--- src/rtl/weight_feed_scheduler_pkg.sv ---
// Shared definitions for the weight feed scheduler: state codes, config word
// field layout and the default lane count.
package weight_feed_scheduler_pkg;

    localparam int unsigned WSCHED_LANES = 64;

    localparam int unsigned TILE_CNT_LSB = 0;
    localparam int unsigned TILE_CNT_MSB = 23;
    localparam int unsigned BURST_LSB    = 24;
    localparam int unsigned BURST_MSB    = 31;
    localparam int unsigned TILE_CNT_W   = TILE_CNT_MSB - TILE_CNT_LSB + 1;
    localparam int unsigned BURST_W      = BURST_MSB - BURST_LSB + 1;

    typedef enum logic [3:0] {
        WS_IDLE  = 4'd1,
        WS_WAIT  = 4'd2,
        WS_ISSUE = 4'd3,
        WS_DRAIN = 4'd4,
        WS_DONE  = 4'd5
    } wsched_state_e;

    // The config field holds burst_len-1, so a burst spans 1..256 reads.
    function automatic logic [BURST_W:0] burst_len_of(input logic [BURST_W-1:0] field);
        return {1'b0, field} + 1'b1;
    endfunction

endpackage

--- src/rtl/weight_feed_scheduler_skew_chain.sv ---
// Diagonal skew chain: lane i sees the lane-0 read enable and end-of-burst
// marker delayed by i*SKEW cycles; busy_o is high while anything is in flight.
module weight_skew_chain
    import weight_feed_scheduler_pkg::*;
#(
    parameter int unsigned LANES = WSCHED_LANES,
    parameter int unsigned SKEW  = 1
) (
    input  logic             clk_i,
    input  logic             rst_i,
    input  logic             rd0_i,
    input  logic             end0_i,
    output logic [LANES-1:0] rd_en_o,
    output logic             tile_end_o,
    output logic             busy_o
);

    localparam int unsigned DEPTH = (LANES - 1) * SKEW;

    logic [DEPTH:1] rd_q;
    logic [DEPTH:1] end_q;

    always_ff @(posedge clk_i) begin
        if (rst_i) begin
            rd_q  <= '0;
            end_q <= '0;
        end else begin
            rd_q[1]  <= rd0_i;
            end_q[1] <= end0_i;
            for (int unsigned k = 2; k <= DEPTH; k++) begin
                rd_q[k]  <= rd_q[k-1];
                end_q[k] <= end_q[k-1];
            end
        end
    end

    always_comb begin
        rd_en_o    = '0;
        rd_en_o[0] = rd0_i;
        for (int unsigned i = 1; i < LANES; i++) begin
            rd_en_o[i] = rd_q[i*SKEW];
        end
    end

    // Only the last lane's marker is consumed; it becomes tile_done.
    assign tile_end_o = end_q[DEPTH];
    assign busy_o     = |rd_q;

endmodule

--- src/rtl/weight_feed_scheduler.sv ---
// Weight feed scheduler: bursts lane-0 reads per tile, gated on FIFO fill and
// array readiness. WEIGHT_SKEW_EN enables the diagonal per-lane skew chain.
module weight_feed_scheduler
    import weight_feed_scheduler_pkg::*;
#(
    parameter int unsigned LANES  = WSCHED_LANES,
`ifdef WEIGHT_SKEW_EN
    parameter int unsigned SKEW   = 1,
`endif
    parameter int unsigned DCNT_W = 10
) (
    input  logic              clk,
    input  logic              rst,
    input  logic              s_config_valid,
    output logic              s_config_ready,
    input  logic [31:0]       s_config_data,
    input  logic [LANES-1:0]  weight_valid,
    input  logic [DCNT_W-1:0] weight_dcnt,
    input  logic              array_ready,
    output logic [LANES-1:0]  m_weight_ready,
    output logic              tile_start,
    output logic              tile_done,
    output logic              sched_done,
    output logic              underflow_err,
    output logic [3:0]        status_wsched
);

    wsched_state_e           state_q;
    logic [TILE_CNT_W-1:0]   tile_cnt_q;
    logic [TILE_CNT_W-1:0]   tiles_issued_q;
    logic [BURST_W-1:0]      burst_m1_q;
    logic [BURST_W-1:0]      burst_cnt_q;
    logic                    wait_first_q;
    logic                    rd0_q;
    logic                    end0_q;
    logic                    tile_start_q;
    logic                    sched_done_q;
    logic                    underflow_q;

    logic                    cfg_accept;
    logic                    fill_ok;
    logic                    underflow_d;
    logic                    chain_busy;

    assign s_config_ready = (state_q == WS_IDLE) && !rst;
    assign cfg_accept     = s_config_valid && s_config_ready;
    assign fill_ok        = 32'(weight_dcnt) >= 32'(burst_len_of(burst_m1_q));
    assign underflow_d    = |(m_weight_ready & ~weight_valid);

    always_ff @(posedge clk) begin
        if (rst) begin
            state_q        <= WS_IDLE;
            tile_cnt_q     <= '0;
            tiles_issued_q <= '0;
            burst_m1_q     <= '0;
            burst_cnt_q    <= '0;
            wait_first_q   <= 1'b0;
            rd0_q          <= 1'b0;
            end0_q         <= 1'b0;
            tile_start_q   <= 1'b0;
            sched_done_q   <= 1'b0;
            underflow_q    <= 1'b0;
        end else begin
            tile_start_q <= 1'b0;
            sched_done_q <= 1'b0;
            end0_q       <= 1'b0;
            if (underflow_d) begin
                underflow_q <= 1'b1;
            end

            case (state_q)
                WS_IDLE: begin
                    if (cfg_accept) begin
                        tile_cnt_q     <= s_config_data[TILE_CNT_MSB:TILE_CNT_LSB];
                        burst_m1_q     <= s_config_data[BURST_MSB:BURST_LSB];
                        tiles_issued_q <= '0;
                        underflow_q    <= 1'b0;
                        wait_first_q   <= 1'b1;
                        state_q        <= (s_config_data[TILE_CNT_MSB:TILE_CNT_LSB] == '0)
                                          ? WS_DONE : WS_WAIT;
                    end
                end

                // First WAIT cycle ignores the fill count, which lags by one cycle.
                WS_WAIT: begin
                    if (wait_first_q) begin
                        wait_first_q <= 1'b0;
                    end else if (fill_ok && array_ready) begin
                        state_q      <= WS_ISSUE;
                        rd0_q        <= 1'b1;
                        tile_start_q <= 1'b1;
                        burst_cnt_q  <= burst_m1_q;
                        end0_q       <= (burst_m1_q == '0);
                    end
                end

                // end0_q is raised one cycle ahead so it lines up with the last read.
                WS_ISSUE: begin
                    if (burst_cnt_q == '0) begin
                        rd0_q          <= 1'b0;
                        tiles_issued_q <= tiles_issued_q + 1'b1;
                        if (tiles_issued_q + 1'b1 == tile_cnt_q) begin
                            state_q <= WS_DRAIN;
                        end else begin
                            state_q      <= WS_WAIT;
                            wait_first_q <= 1'b1;
                        end
                    end else begin
                        burst_cnt_q <= burst_cnt_q - 1'b1;
                        end0_q      <= (burst_cnt_q == BURST_W'(1));
                    end
                end

                WS_DRAIN: begin
                    if (!chain_busy) begin
                        state_q <= WS_DONE;
                    end
                end

                WS_DONE: begin
                    sched_done_q <= 1'b1;
                    state_q      <= WS_IDLE;
                end

                default: begin
                    state_q <= WS_IDLE;
                end
            endcase
        end
    end

`ifdef WEIGHT_SKEW_EN
    weight_skew_chain #(
        .LANES (LANES),
        .SKEW  (SKEW)
    ) u_skew_chain (
        .clk_i      (clk),
        .rst_i      (rst),
        .rd0_i      (rd0_q),
        .end0_i     (end0_q),
        .rd_en_o    (m_weight_ready),
        .tile_end_o (tile_done),
        .busy_o     (chain_busy)
    );
`else
    assign m_weight_ready = {LANES{rd0_q}};
    assign tile_done      = end0_q;
    assign chain_busy     = 1'b0;
`endif

    assign tile_start    = tile_start_q;
    assign sched_done    = sched_done_q;
    assign underflow_err = underflow_q;
    assign status_wsched = state_q;

endmodule

--- config.mk ---
export PLATFORM = sky130hd
export DESIGN_NAME = weight_feed_scheduler
export DESIGN_NICKNAME = d
export VERILOG_FILES = /design/src/rtl/weight_feed_scheduler_pkg.sv /design/src/rtl/weight_feed_scheduler_skew_chain.sv /design/src/rtl/weight_feed_scheduler.sv
export SDC_FILE = /design/constraint.sdc
export NUM_CORES = 1
export LEC_CHECK = 0
export ABC_CLOCK_PERIOD_IN_PS = 2800
export BUFFER_PORTS_ARGS = -buffer_cell sky130_fd_sc_hd__buf_2
export CORE_MARGIN = 3
export CORE_UTILIZATION = 47
export CTS_BUF_LIST = sky130_fd_sc_hd__clkbuf_2
export DETAILED_ROUTE_END_ITERATION = 7
export PLACE_DENSITY = 0.76
export SLEW_MARGIN = 20
export SYNTH_ARGS = -nofsm -noshare
export SYNTH_HDL_FRONTEND = slang
export SYNTH_SLANG_ARGS = --single-unit
--- constraint.sdc ---
create_clock -name clk -period 2.8 [get_ports clk]
set_input_delay 0.56 -clock clk [delete_from_list [all_inputs] [get_ports clk]]
set_output_delay 0.56 -clock clk [all_outputs]
set_load 0.02 [all_outputs]
; Word-level counts from Yosys, hierarchy flattened
; Cells that the tools add are included.
[totals]
latch_bits = 0
mem_bits_ro = 0
out_inout_bits = 73
wordCells = 80
mem_count = 0
ff_bits = 74
ramBits = 0
in_bits = 110
[op_classes]
eq_ne = 13
n_div = 0
n_reduce_logical = 18
n_addsub = 3
mul = 0
n_shift = 0
mux = 31
bitwise = 3
magnitude_cmp = 1
[ops]
columns = operator, n
row1 = $and 64x64->64, 1
row2 = $not 64->64, 1
row3 = $reduce_or 64->1, 1
row4 = $mux 24, 2
row5 = $pmux 24 s2, 1
row6 = $add 24x1->24 const B, 1
row7 = $eq 24x24->1, 1
row8 = $logic_not 24->1, 1
row9 = $mux 8, 3
row10 = $logic_not 8->1, 2
row11 = $mux 4, 4
row12 = $pmux 4 s4, 1
row13 = $pmux 8 s2, 1
row14 = $reduce_and 4->1, 4
row15 = $mux 1, 14
row16 = $ne 2x2->1 const B, 6
row17 = $ge 10x9->1, 1
row18 = $add 8x1->9 const B, 1
row19 = $eq 4x2->1 const B, 2
row20 = $eq 4x3->1 const B, 2
row21 = $eq 8x1->1 const B, 1
row22 = $sub 8x1->8 const B, 1
row23 = $mux 3, 2
row24 = $eq 4x1->1 const B, 1
row25 = other kinds (10), 14

; Depth between registers and ports, before layout
; Gate-level depths: netlist (run 1).
[depth]
ltp_word = 6
depth_mapped = 11
mapped_depth_nobuf = 11

; Worst setup path after synthesis (run 1)
; OpenSTA, ideal clock, no wires.
[synth_timing]
path_kind = in2reg
startpoint = input rst
endpoint = register tiles_issued_q[18]
cell_stages = 7
setup_slack_ns = 0.077
t_required_ns = 2.672
path_buffers = 1
setup_ns = 0.128
arrival_ns = 2.595
path_cell_list = buf_4 -> nor3_1 -> nand2_1 -> a211oi_1 -> o21ai_0 -> a22oi_1 -> nor2_1
[synth_via]
elab_chain_cells = 5
[synth_rtl]
columns = item, line
row1 = from (decl), weight_feed_scheduler.sv:13  ; input logic rst,
row2 = $logic_not 1->1, weight_feed_scheduler.sv:45  ; assign s_config_ready = (state_q == WS_IDLE) && !rst;
row3 = $logic_and 1x1->1, weight_feed_scheduler.sv:45
row4 = via s_config_ready, weight_feed_scheduler.sv:15  ; output logic s_config_ready,
row5 = $logic_and 1x1->1, weight_feed_scheduler.sv:46  ; assign cfg_accept = s_config_valid && s_config_ready;
row6 = $ne 2x2->1 (no line), -
row7 = $reduce_and 3->1 (no line), -
row8 = to (signal assigned), weight_feed_scheduler.sv:101  ; tiles_issued_q <= tiles_issued_q + 1'b1;
row9 = to (decl), weight_feed_scheduler.sv:30  ; logic [TILE_CNT_W-1:0] tiles_issued_q;
; The timed path passes the listed nets, and every way through them passes these cells.
; A chain may end at the register's enable or synchronous reset.

; Final worst setup path (run 1)
[layout_timing]
startpoint = register burst_m1_q[5]
endpoint = register end0_q, in the netlist tile_done
[layout_via]
elab_chain_cells = 6
elab_cells_between_ends = 7
cone_classes = add/sub (1) / order compare (1) / mux (3) / reduce/logical (2)
[layout_rtl]
columns = item, line
row1 = from (decl), weight_feed_scheduler.sv:31  ; logic [BURST_W-1:0] burst_m1_q;
row2 = from (signal assigned), weight_feed_scheduler.sv:75  ; burst_m1_q <= s_config_data[BURST_MSB:BURST_LSB];
row3 = $add 8x1->9, weight_feed_scheduler_pkg.sv:24  ; return {1'b0, field} + 1'b1;
row4 = $ge 10x9->1, weight_feed_scheduler.sv:47  ; assign fill_ok = 32'(weight_dcnt) >= 32'(burst_len_of(burst_m1_q));
row5 = $logic_and 1x1->1, weight_feed_scheduler.sv:88  ; end else if (fill_ok && array_ready) begin
row6 = $mux 1 (*), weight_feed_scheduler.sv:88
row7 = $mux 1 (*), weight_feed_scheduler.sv:86  ; if (wait_first_q) begin
row8 = $pmux 1 s2 (*), weight_feed_scheduler.sv:71  ; case (state_q)
row9 = to (signal assigned), weight_feed_scheduler.sv:93  ; end0_q <= (burst_m1_q == '0);
row10 = to (signal assigned), weight_feed_scheduler.sv:110  ; end0_q <= (burst_cnt_q == BURST_W'(1));
row11 = to (decl), weight_feed_scheduler.sv:35  ; logic end0_q;
; Mark *: on every way between the ends. The rest lies on a longest branch, timed or not.

==> metrics.md, run 1 <==
| Metric | Value |
|---|---|
| GRT Util Overall | `about a quarter` |
| Synth Cell Area | `~5100 µm²` |
| Vias per cell | `around 5.7` |
| Avg Synthesized Cell Area | `7.50 µm²` |
| Initial core utilization | `48.8%` |
| Global route overflow | `0` |
| Max cap viols | `0` |
| Final total power | `2.44 mW` |
| Reg2reg setup slack | `0.09 ns` |
| Post-synth top flop | `dfxtp_1` |
| HP Class | `input port to flop` |
| TritonRoute pass-1 iters | `7` |
| Starting DRT DRC Count | `~440` |
| Post-route cell area | `approximately 6000 µm²` |
| Worst Path Required | `3.24 ns` |
| Status | `finished, final reports clean` |
| Total Die Area | `~12000 µm²` |
| RR Startpoint | `burst_m1_q[5]` |
| Initial antenna violation count | `0` |
| Worst r2r path cells | `11` |
| Worst-path maximum fanout | `2` |
| Routed vias | `approximately 5500` |
| Tmin final | `2.71 ns` |
| Worst R2R End | `tile_done` |
| Syn_nets | `between 800 and 900` |
| Worst vdd ir | `between 0.3 and 0.4 mV` |
| RSZ-0062 raised after global routing | `yes` |
| DRT antenna net count | `0` |
| Ant diodes | `0` |
| Critical Path AT | `3.15 ns` |
| Final setup vio count | `0` |
| Nets@finish | `~940` |
| Hold buffer count at CTS | `0` |
| Sequential area share after synthesis | `between 20% and 30%` |
| Core Rows | `37` |
| Clock Pin Slew Worst Setup and Hold Paths | `~0.22 ns` |
| CTS buffer count | `9` |
| I/O pins | `183` |
| Core area | `around 10000 µm²` |
| Placed Area | `approximately 5800 µm²` |
| Critical path capture point | `tile_done` |
| Global-route wire length before repair | `about 23000 µm` |
| Slew Viols, Final | `0` |
| CTS Buffer Depth | `2` |
| Die Ht | `roughly 110 µm` |
| Die width | `~110 µm` |
| IO Port Bufs | `around 180` |
| Root buf cell | `clkbuf_2` |
| Routed len/inst | `15.1 µm` |
| RePlAce Congestion | `0.931` |
| Vias in the first global route | `4846` |
| Worst Setup Start Kind | `flop` |
| Post-synth top area share | `around 29%` |
| Share of cells above drive strength 1 | `between 30% and 40%` |
| Post-synth cell types | `between 60 and 70` |
| Final hold violation count | `0` |
| CP endpoint kind | `flop` |
| Async set-or-reset flop fraction in the synthesized netlist | `0%` |
| PwrDens | `just over 400 nW/µm²` |
| H-tree depth | `3` |
| CTS tree | `done` |
| Post-synth top area cell | `dfxtp_1` |
| Top post-synthesis cells by area | `dfxtp_1, buf_4, nand2_1` |
| Fin crit share | `96.7%` |
| Max_slew headroom | `roughly 58%` |
| Post-synth EDFFs | `0` |
| Largest net degree at the start of global routing | `65` |
| Drc violations | `0` |
| Final WL | `about 14000 µm` |
| Setup Skew | `0.0402 ns` |
| Synthesized flop and latch total | `73` |
| Kind of critical path | `flop to flop` |
| CTS Sinks | `73` |
| Clk_lat worst skew | `about 0.54 ns` |
| Measured slew at the worst slew-check pin | `about 0.62 ns` |
| FMAX | `about 0.37 GHz` |
| Area Growth Syn to Fin | `17.6%` |
| Crit. Startpoint | `burst_m1_q[5]` |
| DP HPWL | `between 10000 and 15000 µm` |
| Synthesized instance count | `680` |
| Pleak | `~2.6 nW` |
| Yosys warns | `0` |
cells by family (layout without fill, tap and decap cells):
family	after synthesis	count (layout)	synth area share, %
and+or+nand+nor	291	291	29.6
DFF	73	73	28.6
AOI/OAI and AO/OA	157	157	18.9
muxes	2	2	0.392
buffers and inverters	110	247	13.5
other	1	1	0.0735
adders and majority gates	14	14	3.43
xor gates and xnor gates	32	32	5.49
report_power, final:
group / switching (mW) / leakage [nW] / total [mW] / internal [mW]
logic: 0.401 / 1.96 / 0.687 / 0.286
clock network: 0.441 / 0.0625 / 0.577 / 0.136
registers: 0.0665 / 0.601 / 1.17 / 1.11
total: 0.908 / 2.62 / 2.44 / 1.53
Yosys cell counts (all sizes together), types with 15 or more instances:
cell type and count:
nand2 95, dfxtp 73, buf 71, o21ai 59, nor2 42, a21oi 40, nand3 27, nand4 26
clkbuf 24, nor4 20, nor3 18, xnor2 17, xor2 15
cell type report:
cell class                      count  area, µm²
Fill cell                         989       4460
Inverter                           14       52.6
Clock buffer                        9       45.0
Tap cell                          136        170
Timing Repair Buffer              217       1180
Sequential cell                    73       1490
Multi-Input combinational cell    497       3000
Clock inverter                      7       63.8
repair_timing:
item / in CTS / in global routing
setup endpoints to repair: 3 / 5
endpoints found under the hold margin: 0 / 0
gates resized for setup: 9 / 22
pin swaps: 0 / 7
buffers inserted: 0 / 1
worst min-delay path by stage:
stage                            from        endpoint  slack (ns)  cells past startpoint
finish              s_config_data[30]   burst_m1_q[6]        0.21                      3
global route        s_config_data[30]   burst_m1_q[6]        0.17                      3
CTS                 s_config_data[30]   burst_m1_q[6]        0.18                      3
detailed placement     tile_cnt_q[10]  tile_cnt_q[10]        0.47                      2
global placement       tile_cnt_q[23]  tile_cnt_q[23]        0.46                      2
floorplan               tile_cnt_q[9]   tile_cnt_q[9]        0.44                      2
state kept, by name, summed over array words and instances, names as in the netlist:
signal          flops
tiles_issued_q     24
tile_start          1
sched_done          1
tile_cnt_q         24
burst_m1_q          8
tile_done           1
burst_cnt_q         8
rd0_q               1
wait_first_q        1
underflow_err       1
status_wsched       3
cells in the final DEF, fill, tap and decap left out, drive strengths merged, types with 3 or more instances in the layout:
cell	instances
clkbuf	9
a211oi	6
nand2b	6
nor4	20
and4	4
a311oi	4
ha	14
o31ai	6
nand4	26
or3	8
inv	16
o22ai	3
and3	14
nand3b	5
o21ai	59
o21a	3
a2111oi	3
a21oi	40
o311ai	3
clkinv	3
nor3	18
buf	217
o211ai	9
nor2	42
nand2	95
a22oi	4
nor2b	8
xor2	15
dfxtp	73
and2	7
a21o	3
or4	4
xnor2	17
nand3	27
through the flow:
stage	setup TNS (ns)	hold WS [ns]	utilization (%)	instances	setup slack, ns
floorplan	0	0.439	-	680	0.0771
global placement	0	0.459	55.5	936	0.0689
detailed placement	-0.200	0.466	55.5	936	-0.137
CTS	0	0.180	56.7	952	0.0136
global route	-0.0110	0.169	57.3	953	-0.00672
finish	0	0.206	57.3	953	0.0912
worst max-delay path: stages (launching register included):
cell	delay, ns
dfxtp_2	0.37
and3_1	0.18
and2_1	0.17
and4_1	0.20
xnor2_1	0.12
ha_1	0.32
nand2_2	0.06
a21oi_2	0.14
a21boi_2	0.08
o21a_1	0.19
or4_4	0.53
a2111oi_4	0.29
metal layers:
metal / vias up / track usage, % / wire length, µm
met5: - / 0 / 0
met4: 0 / 8.36 / 272
met3: 23 / 3.79 / 1460
met2: 283 / 38.1 / 6550
met1: 2514 / 31.3 / 6100
li1: 2652 / - / -
Power figures use the tool's default switching activity.
==> run 2, diff against run 1 <==
Settings changed: CORE_MARGIN 3 to 2, PLACE_DENSITY 0.76 to 0.87.
==> run 2 against run 1 <==
Setup slack better by 0.0038 ns. Clock power is 4.3% higher. Via count is 1.8% lower. Critical path type unchanged. Total power is 0.65% higher. Critical endpoint unchanged. Final cell count is 0.52% higher.
==> metrics.md, run 2 (synthesis results as in run 1) <==
| Metric | Value |
|---|---|
| Largest net degree at the start of global routing | `65 (unchanged)` |
| Initial core utilization | `47.7% (-1.1 points)` |
| RR Startpoint | `burst_m1_q[5]` |
| Root buf cell | `clkbuf_2` |
| Vias per cell | `5.61 (-2.3%)` |
| Clk_lat worst skew | `0.56 ns (+0.02 ns)` |
| Die Ht | `108 µm (-1.8%)` |
| FMAX | `0.370 GHz (+0.14%)` |
| Cell depth of the worst hold path | `3 (unchanged)` |
| CTS buffer count | `9 (unchanged)` |
| Clock Pin Slew Worst Setup and Hold Paths | `0.22 ns (about the same)` |
| Final setup vio count | `0 (unchanged)` |
| Final std cells w/o fill | `958 (+0.52%)` |
| Initial antenna violation count | `0 (unchanged)` |
| Global-route wire length before repair | `21500 µm (-5.3%)` |
| Top flop regs | `tile_cnt_q (24), tiles_issued_q (24)` |
| Worst R2R End | `tile_done` |
| Final total power | `2.45 mW (+0.65%)` |
| Reg2reg setup slack | `0.09 ns (about the same)` |
| HP Start | `s_config_data[24]` |
| Leading cell type in the layout, fill and taps excluded | `buf_2` |
| H-tree depth | `3 (unchanged)` |
| Most frequent cells in the layout | `buf_2, nand2_1, dfxtp_1, o21ai_0, nor2_1` |
| Critical Path AT | `3.19 ns (+0.04 ns)` |
| Worst-path maximum fanout | `2 (unchanged)` |
| TritonRoute pass-1 iters | `6 (-1)` |
| Total Die Area | `11700 µm² (-3.6%)` |
| DP HPWL | `10100 µm (-9.0%)` |
| Worst r2r path cells | `11 (unchanged)` |
| Hold buffer count at CTS | `0 (unchanged)` |
| Slew Viols, Final | `0 (unchanged)` |
| RePlAce Congestion | `0.949 (+1.9%)` |
| HP Class | `input port to flop` |
| Dpl ws | `-0.0293 ns (+0.108 ns)` |
| Global route overflow | `0 (unchanged)` |
| Worst Path Required | `3.29 ns (+0.05 ns)` |
| Max cap viols | `0 (unchanged)` |
| RSZ-0062 raised after global routing | `no` |
| Vias in the first global route | `4655 (-3.9%)` |
| Worst Setup Start Kind | `flop` |
| Final hold violation count | `0 (unchanged)` |
| Setup TNS | `0 ns (unchanged)` |
| Core Rows | `38 (+2.7%)` |
| Worst vdd ir | `0.456 mV (+45%)` |
| Share of cells above drive strength 1 | `31.6% (-0.98 points)` |
| Cells after DPL | `936 (unchanged)` |
| Routed vias | `5375 (-1.8%)` |
| Fin crit share | `96.6% (-0.14 points)` |
| Max_slew headroom | `63.2% (+5.2 points)` |
| Tmin final | `2.71 ns (-0.00380 ns)` |
| Starting DRT DRC Count | `634 (+45%)` |
| I/O pins | `183 (unchanged)` |
| CTS Sinks | `73 (unchanged)` |
| Measured slew at the worst slew-check pin | `0.547 ns (-0.0772 ns)` |
| GRT Util Overall | `22.8% (-0.59 points)` |
| Drc violations | `0 (unchanged)` |
| Die width | `108 µm (-1.8%)` |
| DRT antenna net count | `0 (unchanged)` |
| Kind of critical path | `flop to flop` |
| PwrDens | `408 nW/µm² (+0.52%)` |
| CTS tree | `done` |
| Status | `finished, final reports clean` |
| Core area | `10700 µm² (+2.2%)` |
| Placed Area | `5780 µm² (-0.43%)` |
| Area Growth Syn to Fin | `17.7%` |
| CTS Buffer Depth | `2 (unchanged)` |
| Hold Path End | `burst_m1_q[0]` |
| CP endpoint kind | `flop` |
| Worst setup margin | `0.0950 ns (+0.00380 ns)` |
| Routed len/inst | `14.1 µm (-6.7%)` |
| Final WL | `13500 µm (-6.2%)` |
| Nets@finish | `936 (unchanged)` |
| Setup Skew | `0.0317 ns (-0.00849 ns)` |
| Post-route cell area | `6010 µm² (+0.13%)` |
| Pleak | `2.62 nW (about the same)` |
| IO Port Bufs | `181 (unchanged)` |
-- run 2: cell types whose count changed in the layout (fill, tap and decap cells not counted), moves of 2 or more --
cell,before,now
dfxtp_4,5,1
dfxtp_2,6,4
dfxtp_1,62,68
inv_8,2,0
-- run 2: worst max-delay path by stage --
stage,from,to,depth (start not counted)
finish,burst_m1_q[5],tile_done,11
global route,burst_m1_q[5],tile_done,11
CTS,burst_m1_q[5],tile_done,11
detailed placement,burst_m1_q[0],burst_cnt_q[5],11
global placement,burst_m1_q[5],tile_done,11
floorplan,rst,tiles_issued_q[18],7
-- run 2: repair_timing --
action,in CTS,in global routing
endpoints found under the hold margin,0,0
resized for setup,2,19
setup buffers,0,5
pin swaps,0,4
endpoints found under the setup margin,2,13
cloned,0,0
-- run 2: worst max-delay path: stages (launching register included) --
cell and delay [ns]:
dfxtp_1 0.35, and3_1 0.19, and2_1 0.16, and4_1 0.20
xnor2_1 0.12, ha_1 0.30, nand2_1 0.07, a21oi_2 0.12
a21boi_1 0.10, o21a_1 0.19, or4_1 0.52, a2111oi_2 0.35
-- run 2: report_power, final --
group	total [mW]	switching, mW	internal [mW]
sequential	1.17	0.0663	1.11
combinational	0.678	0.394	0.284
clock	0.602	0.398	0.203
-- run 2: metal layers --
layer / up-vias / routed length [µm] / GRT usage [%]
met5: - / 0 / 0
met4: 0 / 240 / 8.52
met3: 29 / 1090 / 3.19
met2: 251 / 6130 / 36.1
met1: 2442 / 6040 / 31.5
li1: 2653 / - / -
-- run 2: final cells by class --
class | count | area [µm²]
flip-flops and latches | 73 | 1470
multi-input cells | 497 | 3010
clock buffers | 9 | 45.0
well taps | 140 | 175
diodes | 1 | 2.50
fillers | 1005 | 4690
inverters | 14 | 52.6
repair buffers | 217 | 1180
clock inverters | 7 | 71.3
-- run 2: metrics by stage --
step / utilization (%) / hold WS [ns]
floorplan: - / 0.439
global placement: 54.0 / 0.456
detailed placement: 54.0 / 0.470
CTS: 55.1 / 0.180
global route: 56.1 / 0.186
finish: 56.1 / 0.191
==> run 3, diff against run 2 <==
Settings changed: ABC_AREA from default to 1.
==> run 3 against run 2 <==
Worst hold slack better by 0.028 ns. Final cell count rose by 12%. Total power increased by 52%. Core utilization fell by 0.88 points. Global-route usage grew 0.92 points. Synthesized cell count rose by 18%. Highest routed layer unchanged.
==> metrics.md, run 3 <==
| Metric | Value |
|---|---|
| Syn_nets | `927 (+15%)` |
| Vias in the first global route | `4975 (+6.9%)` |
| Initial antenna violation count | `0 (unchanged)` |
| Buffers and inverters on the worst path | `2 (+2)` |
| Core area | `10800 µm² (+1.3%)` |
| Clk_lat worst skew | `0.56 ns (about the same)` |
| Top post-synthesis cells by area | `dfxtp_1, nand2_1, buf_4` |
| Final WL | `13800 µm (+2.3%)` |
| Hold WS | `0.218 ns (+0.0276 ns)` |
| Ant diodes | `0 (-1)` |
| Max cap viols | `0 (unchanged)` |
| Total Die Area | `11900 µm² (+2.1%)` |
| Yosys warns | `0 (unchanged)` |
| Starting DRT DRC Count | `302 (-52%)` |
| Tmin final | `2.60 ns (-0.109 ns)` |
| Area Growth Syn to Fin | `15.0%` |
| Initial core utilization | `48.1% (+0.39 points)` |
| Fin crit share | `92.7% (-3.9 points)` |
| Largest net degree at the start of global routing | `67 (+3.1%)` |
| GRT Util Overall | `23.7% (+0.92 points)` |
| Synthesized flop and latch total | `73 (unchanged)` |
| Setup Skew | `0.0421 ns (+0.0104 ns)` |
| Post-synth EDFFs | `0 (unchanged)` |
| Cells after DPL | `1056 (+13%)` |
| Routed len/inst | `12.9 µm (-8.7%)` |
| CP endpoint kind | `flop` |
| Routed vias | `5502 (+2.4%)` |
| Vias per cell | `5.12 (-8.7%)` |
| Root buf cell | `clkbuf_2` |
| Share of cells above drive strength 1 | `27.3% (-4.3 points)` |
| Crit-path slowest cell | `dfxtp_2` |
| Largest delay contributor family on the critical path | `simple AND/OR/NAND/NOR gates` |
| Fin util | `55.3% (-0.88 points)` |
| Avg Synthesized Cell Area | `6.49 µm² (-13%)` |
| TritonRoute pass-1 iters | `5 (-1)` |
| FMAX | `0.385 GHz (+4.2%)` |
| Global-route wire length before repair | `22500 µm (+4.3%)` |
| Nets@finish | `1053 (+13%)` |
| Post-synth cell types | `39 (-39%)` |
| Setup TNS | `0 ns (unchanged)` |
| PwrDens | `621 nW/µm² (+52%)` |
| Async set-or-reset flop fraction in the synthesized netlist | `0% (unchanged)` |
| Critical Path AT | `3.07 ns (-0.12 ns)` |
| Post-synth top area share | `28.0% (-0.61 points)` |
| Fillers | `1081 (+7.6%)` |
| Core Rows | `38 (unchanged)` |
| Worst vdd ir | `0.407 mV (-11%)` |
| Post-route cell area | `5990 µm² (-0.25%)` |
| Crit-path max cell delay | `0.39 ns (-0.13 ns)` |
| DRT antenna net count | `0 (unchanged)` |
| Leading cell types by count after synthesis | `nand2_1, inv_1, nand3_1, dfxtp_1, buf_4` |
| HP Class | `input port to flop` |
| Final setup vio count | `0 (unchanged)` |
| Worst Path Required | `3.28 ns (about the same)` |
| Worst-path maximum fanout | `8 (+6)` |
| Post-synth top flop | `dfxtp_1` |
| Leading cell type in the layout, fill and taps excluded | `nand2_1` |
| Top-count cell post-synth | `nand2_1` |
| Synthesized instance count | `803 (+18%)` |
| Pleak | `2.89 nW (+10%)` |
| H-tree depth | `3 (unchanged)` |
| Worst Setup Start Kind | `flop` |
| Die Ht | `109 µm (+1.0%)` |
| Global route overflow | `0 (unchanged)` |
| IO Port Bufs | `181 (unchanged)` |
| Post-synth top area cell | `dfxtp_1` |
| I/O pins | `183 (unchanged)` |
| Synth Cell Area | `5210 µm² (+2.2%)` |
| Die width | `109 µm (+1.0%)` |
| RePlAce Congestion | `0.933 (-1.7%)` |
| Sequential area share after synthesis | `28.0% (-0.61 points)` |
| Top flop regs | `tile_cnt_q (24), tiles_issued_q (24)` |
| Most frequent cells in the layout | `nand2_1, buf_2, inv_1, nand3_1, dfxtp_1` |
| CTS Sinks | `73 (unchanged)` |
| Hold buffer count at CTS | `0 (unchanged)` |
| CTS Buffer Depth | `2 (unchanged)` |
| Drc violations | `0 (unchanged)` |
| Final std cells w/o fill | `1074 (+12%)` |
| Placed Area | `5840 µm² (+1.0%)` |
| Slew Viols, Final | `0 (unchanged)` |
| Clock Pin Slew Worst Setup and Hold Paths | `0.25 ns (+0.03 ns)` |
| CTS buffer count | `9 (unchanged)` |
| Status | `finished, final reports clean` |
| Kind of critical path | `flop to flop` |
| Final hold violation count | `0 (unchanged)` |
| Critical path cell sequence | `ha_2 -> nand2_1 -> nor3_2 -> nand3_1 -> ha_1 -> inv_1 -> or2_2 -> nor2_2 -> o211ai_1 -> nand4_1 -> nand4_1 -> nand2_1 -> buf_4 -> o21ai_0 -> a31oi_1` |
| DP HPWL | `10800 µm (+7.1%)` |
| CTS tree | `done` |
run 3: cell type report:
cell class | instances | area (µm²) | share of cell area [%]
clock inverters | 5 | 55.1 | 0.919
clock buffers | 11 | 55.1 | 0.919
flip-flops and latches | 73 | 1470 | 24.5
inverters | 108 | 405 | 6.77
repair buffers | 198 | 1030 | 17.3
multi-input cells | 539 | 2800 | 46.7
well taps | 140 | 175 | 2.92
run 3: where the power goes:
group	switching (mW)	leakage, nW	total, mW	internal, mW
Sequential	0.135	0.597	1.35	1.21
Clock	0.402	0.0700	0.615	0.212
Combinational	1.13	2.22	1.76	0.630
Total	1.67	2.89	3.72	2.06
run 3: tightest hold or removal path: cells and delay by family:
| kind | cells | cell delay [ns] |
|---|---|---|
| buffers and inverters | 1 | 0.09 |
| and+or+nand+nor | 1 | 0.07 |
| AOI/OAI and AO/OA | 1 | 0.06 |
run 3: cells by family (layout without fill, tap and decap cells):
group / count (synthesis) / count (layout) / share of synthesized area (%)
compound gates: 101 / 101 / 10.8
xor+xnor: 15 / 15 / 2.79
fa+ha+maj: 14 / 14 / 3.36
buf+inv: 191 / 322 / 18.6
flops: 73 / 73 / 28.0
other cells: 1 / 1 / 0.0720
simple gates: 408 / 408 / 36.3
run 3: repair_timing:
item	in CTS	in global routing
gates resized for setup	0	10
endpoints found under the setup margin	0	10
setup buffers	0	2
run 3: metal layers:
layer	vias to the layer above	global-route usage, %	wire length, µm
met1	2444	30.4	5840
met4	0	8.59	393
met3	39	4.21	963
met5	-	0	0
li1	2818	-	-
met2	201	40.0	6610
run 3: stage by stage:
stage / total power, mW / worst slack (ns)
after floorplan: 2.65 / 0.227
after global placement: 3.06 / 0.144
after detailed placement: 3.09 / 0.0522
after CTS: 3.70 / 0.0131
after global routing: 4.02 / -0.0101
final: 3.72 / 0.204
run 3: final timing paths:
check	cells past startpoint	slack, ns	endpoint	startpoint
max	15	0.20	burst_cnt_q[7]	burst_m1_q[1]
min	3	0.22	tile_cnt_q[22]	s_config_data[22]
max reg2reg	15	0.20	burst_cnt_q[7]	burst_m1_q[1]
min reg2reg	2	0.50	wait_first_q	wait_first_q
